## src/rtl/fetch_stage.sv

```systemverilog
// fetch_stage: instruction fetch with in-order prefetch FIFO and redirect discard.
// Optional macro FETCH_PC_PLUS8_EN: pc reports the fetch address + 8 (ARM R15 view).
module fetch_stage #(
  parameter int unsigned   N        = 32,
  parameter logic [N-1:0]  RESET_PC = 32'h0000_0000,
  parameter int unsigned   DEPTH    = 2
) (
  input  logic         clk,
  input  logic         rst_n,
  output logic         imem_req,
  output logic [N-1:0] imem_addr,
  input  logic         imem_gnt,
  input  logic         imem_rvalid,
  input  logic [N-1:0] imem_rdata,
  output logic [N-1:0] inst,
  output logic [N-1:0] pc,
  output logic         inst_valid,
  input  logic         deco_ready,
  input  logic         redirect,
  input  logic [N-1:0] redirect_pc
);

  localparam int unsigned   AW       = $clog2(DEPTH);
  localparam int unsigned   CW       = AW + 1;
  localparam logic [CW-1:0] LP_DEPTH = CW'(DEPTH);
  localparam logic [N-1:0]  LP_STEP  = N'(4);

  logic          r_run;
  logic [N-1:0]  r_addr;
  logic [N-1:0]  r_rsp_pc;
  logic [CW-1:0] r_out;
  logic [CW-1:0] r_disc;
  logic [CW-1:0] r_count;
  logic [AW-1:0] r_wptr;
  logic [AW-1:0] r_rptr;
  logic [N-1:0]  r_mem_inst [DEPTH];
  logic [N-1:0]  r_mem_pc   [DEPTH];

  logic          w_room;
  logic          w_accept;
  logic          w_resp;
  logic          w_push;
  logic          w_pop;
  logic [CW-1:0] w_out_nxt;
  logic [N-1:0]  w_target;
  logic [N-1:0]  w_head_pc;
  logic [1:0]    w_unused_lo;

  assign w_unused_lo = redirect_pc[1:0];
  assign w_target    = {redirect_pc[N-1:2], 2'b00};

  // Outstanding requests plus buffered entries may never exceed the FIFO size.
  assign w_room    = ({1'b0, r_out} + {1'b0, r_count}) < {1'b0, LP_DEPTH};
  assign imem_req  = r_run & ~redirect & w_room;
  assign imem_addr = r_addr;

  assign w_accept  = imem_req & imem_gnt;
  assign w_resp    = imem_rvalid & (r_out != '0);
  assign w_out_nxt = r_out + CW'(w_accept) - CW'(w_resp);

  assign inst_valid = (r_count != '0);
  assign w_push     = w_resp & ~redirect & (r_disc == '0);
  assign w_pop      = inst_valid & deco_ready & ~redirect;

  // Kept responses are always sequential from the last redirect target, so the
  // response address is tracked by a single counter instead of an address queue.
  always_ff @(posedge clk or negedge rst_n) begin
    if (!rst_n) begin
      r_run    <= 1'b0;
      r_addr   <= RESET_PC;
      r_rsp_pc <= RESET_PC;
      r_out    <= '0;
      r_disc   <= '0;
      r_count  <= '0;
      r_wptr   <= '0;
      r_rptr   <= '0;
    end else begin
      r_run <= 1'b1;
      r_out <= w_out_nxt;
      if (redirect) begin
        r_addr   <= w_target;
        r_rsp_pc <= w_target;
        r_disc   <= w_out_nxt;
        r_count  <= '0;
        r_wptr   <= '0;
        r_rptr   <= '0;
      end else begin
        if (w_accept) begin
          r_addr <= r_addr + LP_STEP;
        end
        if (w_resp && (r_disc != '0)) begin
          r_disc <= r_disc - CW'(1);
        end
        if (w_push) begin
          r_rsp_pc <= r_rsp_pc + LP_STEP;
          r_wptr   <= r_wptr + AW'(1);
        end
        if (w_pop) begin
          r_rptr <= r_rptr + AW'(1);
        end
        r_count <= r_count + CW'(w_push) - CW'(w_pop);
      end
    end
  end

  always_ff @(posedge clk) begin
    if (w_push) begin
      r_mem_inst[r_wptr] <= imem_rdata;
      r_mem_pc[r_wptr]   <= r_rsp_pc;
    end
  end

`ifdef FETCH_PC_PLUS8_EN
  assign w_head_pc = r_mem_pc[r_rptr] + N'(8);
`else
  assign w_head_pc = r_mem_pc[r_rptr];
`endif

  // Outputs read zero while empty so reset and flushed states look identical.
  assign inst = inst_valid ? r_mem_inst[r_rptr] : '0;
  assign pc   = inst_valid ? w_head_pc : '0;

endmodule

```

## config.mk

```make
export PLATFORM = sky130hd
export DESIGN_NAME = fetch_stage
export DESIGN_NICKNAME = d
export VERILOG_FILES = /design/src/rtl/fetch_stage.sv
export SDC_FILE = /design/constraint.sdc
export NUM_CORES = 1
export LEC_CHECK = 0
export CAP_MARGIN = 20
export CORE_ASPECT_RATIO = 1.5
export CORE_UTILIZATION = 32
export DETAILED_ROUTE_END_ITERATION = 8
export PLACE_DENSITY_LB_ADDON = 0.1
export SYNTH_ARGS = -nofsm -noshare
export SYNTH_HDL_FRONTEND = slang
export SYNTH_SLANG_ARGS = --single-unit
```

## constraint.sdc

```tcl
create_clock -name clk -period 8.8 [get_ports clk]
set_input_delay 1.32 -clock clk [delete_from_list [all_inputs] [get_ports clk]]
set_output_delay 1.32 -clock clk [all_outputs]
set_load 0.005 [all_outputs]
```

# == Yosys cells after proc, flatten, opt, wreduce, memory -nomap -nowiden ==
# Memory sizes are Yosys's and may differ from the RTL's.
# Cells that the tools add are included.
# W data, S select, Z words.
# word_totals
word_cells,54
out_inout_bits,98
n_memories,2
regBits,73
mem_bits_rw,128
in_bits,70
# classes
n_reduce_logical,9
add_sub_neg,10
bitwise_logic,9
mux,15
order_cmp,1
# mem_list
memory,words,width,read_ports,rd_clocked_by_memory_dff,wr,line,source
r_mem_inst,2,32,1,0,1,36,logic [N-1:0] r_mem_inst [DEPTH];
r_mem_pc,2,32,1,0,1,37,logic [N-1:0] r_mem_pc [DEPTH];
# op_table
operator,count
$mux W32,6
$add A32 B3 Y32 const B,2
$reduce_bool A2 Y1,7
$and A1 B1 Y1,8
$mux W1,6
$mux W2,3
$add A2 B1 Y2,2
$sub A2 B1 Y2,2
$add A2 B2 Y3,1
$lt A3 B2 Y1 const B,1
$add A1 B1 Y1 const B,2
$logic_not A2 Y1,1
$sub A2 B1 Y2 const B,1
$logic_and A1 B1 Y1,1
$not A1 Y1,1

# == Longest topological paths before layout ==
# Gate-level depths: netlist (run 1).
# depth
depth_word,7
mapped_depth,14
mapped_depth_nobuf,12

# == Least setup slack after synthesis (run 1) ==
# OpenSTA, ideal clock, no wires.
# synth_path
path_kind,input port to flip-flop
startpoint,in redirect
endpoint,"mem r_mem_inst[0][0], enable pin"
n_path_buf,2
arrival_time_ps,4508
cell_stages,5
setup_time_ps,482
setup_slack_ps,3810
required_time_ps,8318
path_cell_list,buf_6 > clkinv_1 > clkbuf_1 > nand2_1 > nor2_1
# synth_between
elab_chain_cells,5
# synth_lines
element,line,source
start: declaration,19,"input logic redirect,"
$not A1 Y1,62,assign w_push = w_resp & ~redirect & (r_disc == '0);
$and A1 B1 Y1 (2 in a row),62,
$mux W1,107,if (w_push) begin
$mux W1 (not written as such),108,r_mem_inst[r_wptr] <= imem_rdata;
end: declaration,36,
# No other way between the ends.

# == Worst setup path in the final report (run 1) ==
# layout_path
startpoint,reg r_rptr
endpoint,out pc[24]
# layout_between
elab_chain_cells,2
# layout_lines
element,line,source
start: declaration,35,logic [AW-1:0] r_rptr;
start signal: assignment,99,r_rptr <= r_rptr + AW'(1);
$mem_v2 Z2 W32,--,
$mux W32,121,assign pc = inst_valid ? w_head_pc : '0;
end: declaration,16,"output logic [N-1:0] pc,"
# No other way between the ends.

==> results of run 1 <==
final cells by class:
type | count | area share
Sequential cell | 193 | 0.490
Clock buffer | 22 | 0.0437
Clock inverter | 10 | 0.00877
Tap cell | 337 | 0.0379
Inverter | 15 | 0.00506
Multi-Input combinational cell | 453 | 0.266
Timing Repair Buffer | 169 | 0.149
logic make-up (layout without fill, tap and decap cells):
family	Yosys count	count (layout)	synth area share
AND/OR/NAND/NOR	247	247	0.144
AO/OA/AOI/OAI	86	86	0.0635
buffers and inverters	51	216	0.0265
XOR/XNOR	39	39	0.0397
multiplexers	68	68	0.0800
adder cells (fa/ha/maj)	8	8	0.0125
other	2	5	0.000873
flip-flops	193	193	0.633
cells in the mapped netlist, types with 12 or more instances:
library cell,instances
clkbuf_1,16
dfrtp_1,69
edfxtp_1,124
inv_1,14
mux2i_1,62
nand2_1,58
nand3_1,34
nand4_1,12
nor2_1,83
o211ai_1,14
o21ai_0,41
xnor2_1,24
xor2_1,15
layer usage:
metal,up-vias,routed length [um],GRT usage
met5,-,0,0
met3,29,969,0.0307
met4,0,629,0.0706
li1,2827,-,-
met1,2869,8620,0.183
met2,171,10900,0.283
stage by stage:
stage	hold WS (ps)	util	std cells	power (W)	cell area (sq um)
final	502	0.420	1199	0.00249	11100
after global routing	515	0.420	1199	0.00262	11100
after CTS	506	0.420	1198	0.00253	11100
after detailed placement	489	0.398	1166	0.00175	10500
after global placement	476	0.398	1166	0.00173	10500
after floorplan	463	-	697	0.00145	8620
flip-flops by register name, indices dropped and copies added, names as in the netlist:
register,cells
r_mem_inst,64
imem_addr,30
r_rsp_pc,30
r_wptr,1
r_mem_pc,60
r_rptr,1
r_out,2
r_count,2
r_run,1
r_disc,2
worst max-delay path, cell delays in order, from the launching register on:
cell and delay (ps):
dfrtp_4 680, buf_4 680, mux2i_1 150, nor2_1 200, clkdlybuf4s50_1 540
path summary, 6_finish.rpt:
path                            slack (ps)  depth (start not counted)               to
worst min register to register         500                          0  r_mem_pc[0][31]
max in group asynchronous             6950                          2           r_rptr
worst min-delay path                   500                          0  r_mem_pc[0][31]
worst max-delay path                  4750                          4           pc[24]
min in group asynchronous             1090                          2     r_rsp_pc[31]
worst max register to register        4930                         12        r_disc[1]
power breakdown:
part	switching (W)	total (W)	internal [W]
sequential	0.0000858	0.00115	0.00106
clock	0.000342	0.000770	0.000427
combinational	0.000272	0.000570	0.000298
total	0.000700	0.00249	0.00179
==> results.txt, run 1 <==
----------------------------------------------------
[Status]
  Status ... finished, final reports clean

[Worst hold path]
  Startpoint of the lowest-slack hold path ... r_rsp_pc[31]
  Worst min-delay path class ... reg -> reg

[Place]
  Final estimated routing congestion in global placement ... 0.881
  Worst Setup Slack post-DPL ... 4540 ps
  Input/output buffers ... 161
  HPWL reported at the end of detailed placement ... 14500 um

[Synthesis]
  Gate count of the mapped netlist ... 694
  Fraction of registers with async set or reset after synthesis ... 0.358
  Number of enable flip-flop cells after synthesis ... 124
  Distinct cell type count after synthesis ... 54
  Synth Flop Type ... edfxtp_1
  Number of warning messages in the yosys log ... 0
  Sequential share of the synthesized area ... 0.633
  Post-synthesis instance area ... 8610 sq um
  Cell taking the most area after synthesis ... edfxtp_1
  Top area cells in the synthesized netlist ... edfxtp_1, dfrtp_1, mux2i_1
  Post-Synthesis Mean Instance Area ... 12.4 sq um
  Area fraction of the dominant cell type after synthesis ... 0.433
  Count of state elements after synthesis ... 193

[Timing]
  Total setup violations reported at the end of the flow ... 0
  Final hold violations ... 0
  Total Neg Setup Slack ... 0 ps
  Slew Viols, Final ... 0
  Upper clock frequency limit ... 247 MHz
  Final period demand of the worst path ... 4050 ps
  Tcrit/Tclk final ... 0.460
  Worst Clk Skew ... 7.63 ps
  Worst max-slew margin expressed relative to the limit ... 0.360
  RSZ-0062 raised after global routing ... false
  Min setup slack post-route ... 4750 ps
  Worst-margin pin slew ... 960 ps

[Global routing]
  Antenna violations before repair ... 0
  Total global routing overflow ... 0
  GRT Overall Usage ... 0.159
  First-pass GRT wire length ... 33300 um
  Largest net degree at the start of global routing ... 70
  Number of global-route vias before repair ... 6192

[Floorplan]
  I/O pin total ... 168
  Die Footprint ... 27600 sq um
  Vertical die dimension ... 203 um
  Initial standard-cell utilization of the core ... 0.325
  Site Rows ... 73
  Width of the die ... 136 um
  Floorplan Core Area ... 26500 sq um

[Setup path]
  Source of the worst register-to-register timing path ... r_out[0]
  Element type at the critical path start ... flip-flop
  Arrival time at the worst endpoint ... 2730 ps
  Highest net fanout along the worst path ... 42
  Critical path class ... reg -> out
  Worst Setup End Kind ... output pin
  Data required time of the worst path ... 7480 ps
  CP Launch Point ... r_rptr

[Route]
  Remaining number of nets flagged by the antenna check after routing ... 0
  Routed vias ... 5896
  TritonRoute pass-1 iters ... 4
  Vias per cell ... 4.92
  DRC marker count from the first detailed-route iteration ... 283
  Residual DRC count ... 0
  Routed wire length per instance ... 17.6 um
  Routed wire length ... 21100 um

[CTS]
  Clk_lat worst skew ... 440 ps
  Clock Sink Count ... 193
  Clock transition at the registers of the reported paths ... 70 ps
  CTS tree ... yes
  CTS-repair resized insts ... 0
  Buffer depth of the longest clock path ... 2
  CTS Buf Count ... 17
  Root Buffer Master ... clkbuf_16
  Setup fix buffers added after clock tree synthesis ... 0
  Deepest level of the CTS H-tree ... 4
  Number of buffers added to fix hold violations after cts ... 0

[Power and ir drop]
  Lkg Pwr ... 3.87 nW
  Max IR drop VDD ... 0.139 mV
  Power density over cell area ... 224 nW/um^2

[Layout]
  Number of fill cells ... 2501
  Leading cell types in the layout, fill and taps excluded ... clkdlybuf4s50_1, edfxtp_1, nor2_1, dfrtp_1, mux2i_1
  Fraction of final layout cells with drive strength greater than 1 ... 0.0696
  FF+latch area ... 5450 sq um
  Multi-input gate area in the final layout ... 2960 sq um
  Final layout net count ... 927
  Most common cell after layout, fill and taps aside ... clkdlybuf4s50_1
  Count of inserted antenna diode cells ... 0
  Layout-stage area growth over the synthesis result ... 29.4%

[Run]
  Reported max-cap violation count ... 0

----------------------------------------------------
Power figures use the tool's default switching activity.
==> run 2, diff against run 1 <==
clock period = 4.1 ns   (was 8.8 ns; I/O delays follow)
==> results.txt, run 2 (same netlist as run 1, synthesis figures left out) <==
----------------------------------------------------
[Status]
  Status ... finished, final reports clean

[Global routing]
  GRT Overall Usage ... 0.159 (-0.000369)
  Number of global-route vias before repair ... 6040 (-2.5%)
  Antenna violations before repair ... 0 (unchanged)
  Total global routing overflow ... 0 (unchanged)
  Largest net degree at the start of global routing ... 61 (-13%)
  First-pass GRT wire length ... 32800 um (-1.4%)

[Setup path]
  Worst Setup End Kind ... output pin
  Critical path class ... reg -> out
  Arrival time at the worst endpoint ... 2500 ps (-230 ps)
  Data required time of the worst path ... 3480 ps (-4000 ps)
  Highest net fanout along the worst path ... 5 (-88%)
  Element type at the critical path start ... flip-flop

[Layout]
  Biggest regs ... r_mem_inst: 64 flops, r_mem_pc: 60 flops
  Final core utilization ... 0.425 (+0.00496)
  Final layout net count ... 933 (+0.65%)
  Layout-stage area growth over the synthesis result ... 30.9%
  Most common cell after layout, fill and taps aside ... clkdlybuf4s50_1
  Largest Register ... r_mem_inst
  Count of inserted antenna diode cells ... 0 (unchanged)
  Leading cell types in the layout, fill and taps excluded ... clkdlybuf4s50_1, edfxtp_1, nor2_1, dfrtp_1, mux2i_1
  Max reg flops ... 64 (unchanged)
  Final non-filler cell total ... 1205 (+0.50%)
  Design area ... 11300 sq um (+1.2%)
  Fraction of final layout cells with drive strength greater than 1 ... 0.0783 (+0.00874)

[CTS]
  Clock transition at the registers of the reported paths ... 70 ps (about the same)
  CTS tree ... yes
  Deepest level of the CTS H-tree ... 4 (unchanged)
  Root Buffer Master ... clkbuf_16
  CTS-repair resized insts ... 0 (unchanged)
  Buffer depth of the longest clock path ... 2 (unchanged)
  Setup fix buffers added after clock tree synthesis ... 0 (unchanged)
  Number of buffers added to fix hold violations after cts ... 0 (unchanged)
  Clk_lat worst skew ... 430 ps (about the same)
  CTS Buf Count ... 17 (unchanged)
  Clock Sink Count ... 193 (unchanged)

[Place]
  Final estimated routing congestion in global placement ... 0.869 (-1.4%)
  Cell count after placement ... 1172 (+0.51%)
  Input/output buffers ... 161 (unchanged)
  HPWL reported at the end of detailed placement ... 15200 um (+4.7%)
  Standard cell area after detailed placement ... 10600 sq um (+0.78%)

[Route]
  TritonRoute pass-1 iters ... 4 (unchanged)
  Remaining number of nets flagged by the antenna check after routing ... 0 (unchanged)
  Residual DRC count ... 0 (unchanged)
  DRC marker count from the first detailed-route iteration ... 244 (-14%)
  Routed wire length per instance ... 17.5 um (-0.55%)
  Vias per cell ... 4.90 (-0.30%)
  Routed vias ... 5908 (+0.20%)
  Routed wire length ... 21100 um (about the same)

[Floorplan]
  Floorplan Core Area ... 26500 sq um (unchanged)
  Vertical die dimension ... 203 um (unchanged)
  I/O pin total ... 168 (unchanged)
  Site Rows ... 73 (unchanged)
  Width of the die ... 136 um (unchanged)
  Initial standard-cell utilization of the core ... 0.325 (unchanged)
  Die Footprint ... 27600 sq um (unchanged)

[Timing]
  Final period demand of the worst path ... 3120 ps
  Total setup violations reported at the end of the flow ... 0 (unchanged)
  Upper clock frequency limit ... 321 MHz
  Slew Viols, Final ... 0 (unchanged)
  Worst-margin pin slew ... 684 ps (-276 ps)
  Total Neg Setup Slack ... 0 ps (unchanged)
  RSZ-0062 raised after global routing ... false
  Tcrit/Tclk final ... 0.760
  Final hold violations ... 0 (unchanged)
  Worst max-slew margin expressed relative to the limit ... 0.543 (+0.183)
  Worst Clk Skew ... 8.77 ps (+1.14 ps)

[Run]
  Reported max-cap violation count ... 0 (unchanged)

[Power and ir drop]
  Max IR drop VDD ... 0.303 mV (+120%)
  Lkg Pwr ... 3.94 nW (+1.6%)
  Power density over cell area ... 485 nW/um^2 (+120%)

[Worst hold path]
  Worst min-delay path class ... in -> async

----------------------------------------------------
==> run 2: cell types whose count changed in the layout (fill, tap and decap cells not counted) <==
cell	delta
buf_12	+3
buf_4	+3
bufinv_16	+1
clkbuf_1	-2
clkbuf_8	+3
clkinv_4	-1
inv_4	-1
==> run 2: through the flow <==
step	hold slack, ps	power, W	setup slack [ps]
5_1_grt	176	0.00575	822
4_1_cts	161	0.00556	922
3_3_place_gp	506	0.00376	1080
6_report	157	0.00547	983
3_5_place_dp	512	0.00379	1010
2_1_floorplan	319	0.00310	844
==> run 2: final timing paths <==
check | startpoint | endpoint | slack (ps) | cells past startpoint
worst max-delay path | r_out[0] | imem_req | 980 | 4
worst min-delay path | rst_n | imem_addr[29] | 160 | 1
worst max register to register | r_out[0] | r_disc[1] | 1020 | 13
worst min register to register | r_rsp_pc[18] | r_mem_pc[0][18] | 520 | 0
max in group asynchronous | rst_n | r_rsp_pc[7] | 3130 | 2
min in group clk | r_rsp_pc[18] | r_mem_pc[0][18] | 520 | 0
==> run 2: cell type report <==
cell class                      instances  area (sq um)
Tap cell                              337           422
Multi-Input combinational cell        453          2960
Inverter                               15          56.3
Fill cell                            2507         15200
Sequential cell                       193          5450
Timing Repair Buffer                  175          1740
Clock inverter                          9           113
Clock buffer                           23           520
==> run 2: metal layers <==
layer / routed length [um] / vias up / GRT usage
li1: - / 2840 / -
met1: 8670 / 2858 / 0.185
met2: 10900 / 181 / 0.278
met3: 909 / 29 / 0.0335
met4: 601 / 0 / 0.0698
met5: 0 / - / 0
==> run 2: critical path, stage by stage, from the launching register on <==
cell and delay, ps:
dfrtp_1 430, and2_1 190, fa_1 480, nor4b_4 380, clkdlybuf4s50_1 580
==> run 2: power breakdown <==
part	switching (W)	leakage, nW	internal (W)
logic	0.000584	1.67	0.000663
registers	0.000193	1.96	0.00228
clock network	0.000718	0.311	0.00103
==> run 3, diff against run 2 <==
clock period = 2.82 ns   (was 4.1 ns; I/O delays follow)
==> results.txt, run 3 (same netlist as run 1, synthesis figures left out) <==
----------------------------------------------------
[Timing]
  Slew Viols, Final ... 0 (unchanged)
  Final hold violations ... 0 (unchanged)
  Upper clock frequency limit ... 379 MHz
  Worst max-slew margin expressed relative to the limit ... 0.541 (-0.00230)
  Tcrit/Tclk final ... 0.936
  Min setup slack post-route ... 182 ps (-801 ps)
  Final period demand of the worst path ... 2640 ps
  RSZ-0062 raised after global routing ... false
  Total setup violations reported at the end of the flow ... 0 (unchanged)
  Worst Clk Skew ... 10.7 ps (+1.96 ps)
  Total Neg Setup Slack ... 0 ps (unchanged)
  Worst-margin pin slew ... 689 ps (+5.07 ps)

[Place]
  Cell count after placement ... 1180 (+0.68%)
  Standard cell area after detailed placement ... 10700 sq um (+1.2%)
  Worst Setup Slack post-DPL ... 122 ps (-885 ps)
  HPWL reported at the end of detailed placement ... 14900 um (-1.9%)
  Final estimated routing congestion in global placement ... 0.867 (-0.25%)
  Input/output buffers ... 161 (unchanged)

[Setup path]
  Worst Setup End Kind ... flip-flop
  Data required time of the worst path ... 3190 ps (-290 ps)
  Element type at the critical path start ... flip-flop
  Critical path class ... reg -> reg
  Most frequent cell on the critical path ... and2_4
  Number of cell instances on the worst register-to-register path ... 12 (-1)
  Arrival time at the worst endpoint ... 3000 ps (+500 ps)
  Cell family with most CP delay ... adder cells
  Count of buffering cells on the critical path with inverters included ... 2 (+1)
  Cells along the critical path ... and2_4, fa_1, nor4b_4, and2_4, inv_2, ha_4, inv_1, ha_2, xnor2_2, xnor2_1, nand2_1, o21ai_0
  Highest net fanout along the worst path ... 2 (-3)
  Slowest CP cell ... fa_1
  Number of cells on the critical path ... 12 (+8)
  Slowest stage delay, CP ... 520 ps (-60 ps)

[Global routing]
  Largest net degree at the start of global routing ... 64 (+4.9%)
  First-pass GRT wire length ... 33400 um (+1.9%)
  Antenna violations before repair ... 0 (unchanged)
  GRT Overall Usage ... 0.163 (+0.00379)
  Number of global-route vias before repair ... 6232 (+3.2%)
  Total global routing overflow ... 0 (unchanged)

[Route]
  Routed vias ... 6057 (+2.5%)
  Residual DRC count ... 0 (unchanged)
  TritonRoute pass-1 iters ... 4 (unchanged)
  Routed wire length per instance ... 17.6 um (+0.62%)
  Routed wire length ... 21400 um (+1.4%)
  Remaining number of nets flagged by the antenna check after routing ... 0 (unchanged)
  Vias per cell ... 4.99 (+1.8%)
  DRC marker count from the first detailed-route iteration ... 258 (+5.7%)

[CTS]
  Clk_lat worst skew ... 440 ps (about the same)
  Buffer depth of the longest clock path ... 2 (unchanged)
  CTS tree ... yes
  Deepest level of the CTS H-tree ... 4 (unchanged)
  Clock Sink Count ... 193 (unchanged)
  Clock transition at the registers of the reported paths ... 70 ps (about the same)
  Root Buffer Master ... clkbuf_16
  CTS Buf Count ... 17 (unchanged)

[Layout]
  Final core utilization ... 0.430 (+0.00515)
  Max reg flops ... 64 (unchanged)
  FF+latch area ... 5450 sq um (unchanged)
  Layout-stage area growth over the synthesis result ... 32.5%
  Number of fill cells ... 2493 (-0.56%)
  Fraction of final layout cells with drive strength greater than 1 ... 0.0958 (+0.0174)
  Biggest regs ... r_mem_inst: 64 flops, r_mem_pc: 60 flops
  Most common cell after layout, fill and taps aside ... clkdlybuf4s50_1
  Design area ... 11400 sq um (+1.2%)
  Count of inserted antenna diode cells ... 0 (unchanged)
  Multi-input gate area in the final layout ... 2980 sq um (+0.93%)
  Final non-filler cell total ... 1214 (+0.75%)
  Leading cell types in the layout, fill and taps excluded ... clkdlybuf4s50_1, edfxtp_1, nor2_1, dfrtp_1, mux2i_1
  Largest Register ... r_mem_inst
  Final layout net count ... 942 (+0.96%)

[Power and ir drop]
  Power density over cell area ... 700 nW/um^2 (+44%)
  Lkg Pwr ... 4.02 nW (+2.0%)
  Max IR drop VDD ... 0.481 mV (+59%)

[Floorplan]
  Die Footprint ... 27600 sq um (unchanged)
  Floorplan Core Area ... 26500 sq um (unchanged)
  Initial standard-cell utilization of the core ... 0.325 (unchanged)
  I/O pin total ... 168 (unchanged)
  Site Rows ... 73 (unchanged)
  Vertical die dimension ... 203 um (unchanged)
  Width of the die ... 136 um (unchanged)

[Worst hold path]
  Worst min-delay path class ... in -> async

[Status]
  Status ... finished, final reports clean

[Run]
  Reported max-cap violation count ... 0 (unchanged)

----------------------------------------------------
[run 3: layout make-up]
class,instances,area share
Sequential cell,193,0.478
Clock buffer,23,0.0489
Inverter,15,0.00494
Tap cell,337,0.0370
Timing Repair Buffer,184,0.164
Multi-Input combinational cell,453,0.262
Clock inverter,9,0.00527
[run 3: metrics by stage]
stage	power [W]	hold slack, ps
after CTS	0.00810	26.0
after detailed placement	0.00560	490
after global placement	0.00555	479
after global routing	0.00842	55.6
after floorplan	0.00454	127
final	0.00798	19.1
[run 3: routing by layer]
metal	GRT usage	wire, um
met1	0.183	8800
met2	0.286	10900
met3	0.0365	981
met4	0.0802	705
met5	0	0
[run 3: where the power goes]
part           switching, W  internal, W  leakage, nW  total (W)
Sequential         0.000252      0.00332         1.96    0.00357
Combinational      0.000908      0.00105         1.75    0.00196
Clock               0.00105      0.00141        0.313    0.00245
Total               0.00221      0.00577         4.02    0.00798
[run 3: path summary, 6_finish.rpt]
kind	startpoint	endpoint	slack, ps
worst min register to register	r_rsp_pc[31]	r_mem_pc[1][31]	500
max in group asynchronous	rst_n	r_rptr	1930
worst min-delay path	rst_n	imem_addr[30]	20
min in group clk	r_rsp_pc[31]	r_mem_pc[1][31]	500
worst max-delay path	r_count[0]	r_disc[1]	180
worst max register to register	r_count[0]	r_disc[1]	180
[run 3: timing repair]
| item | CTS | global route |
|---|---|---|
| hold buffers | 0 | 0 |
| pin swaps | 2 | 1 |
| setup endpoints to repair | 1 | 9 |
| setup buffers | 1 | 1 |
| resized for setup | 1 | 1 |
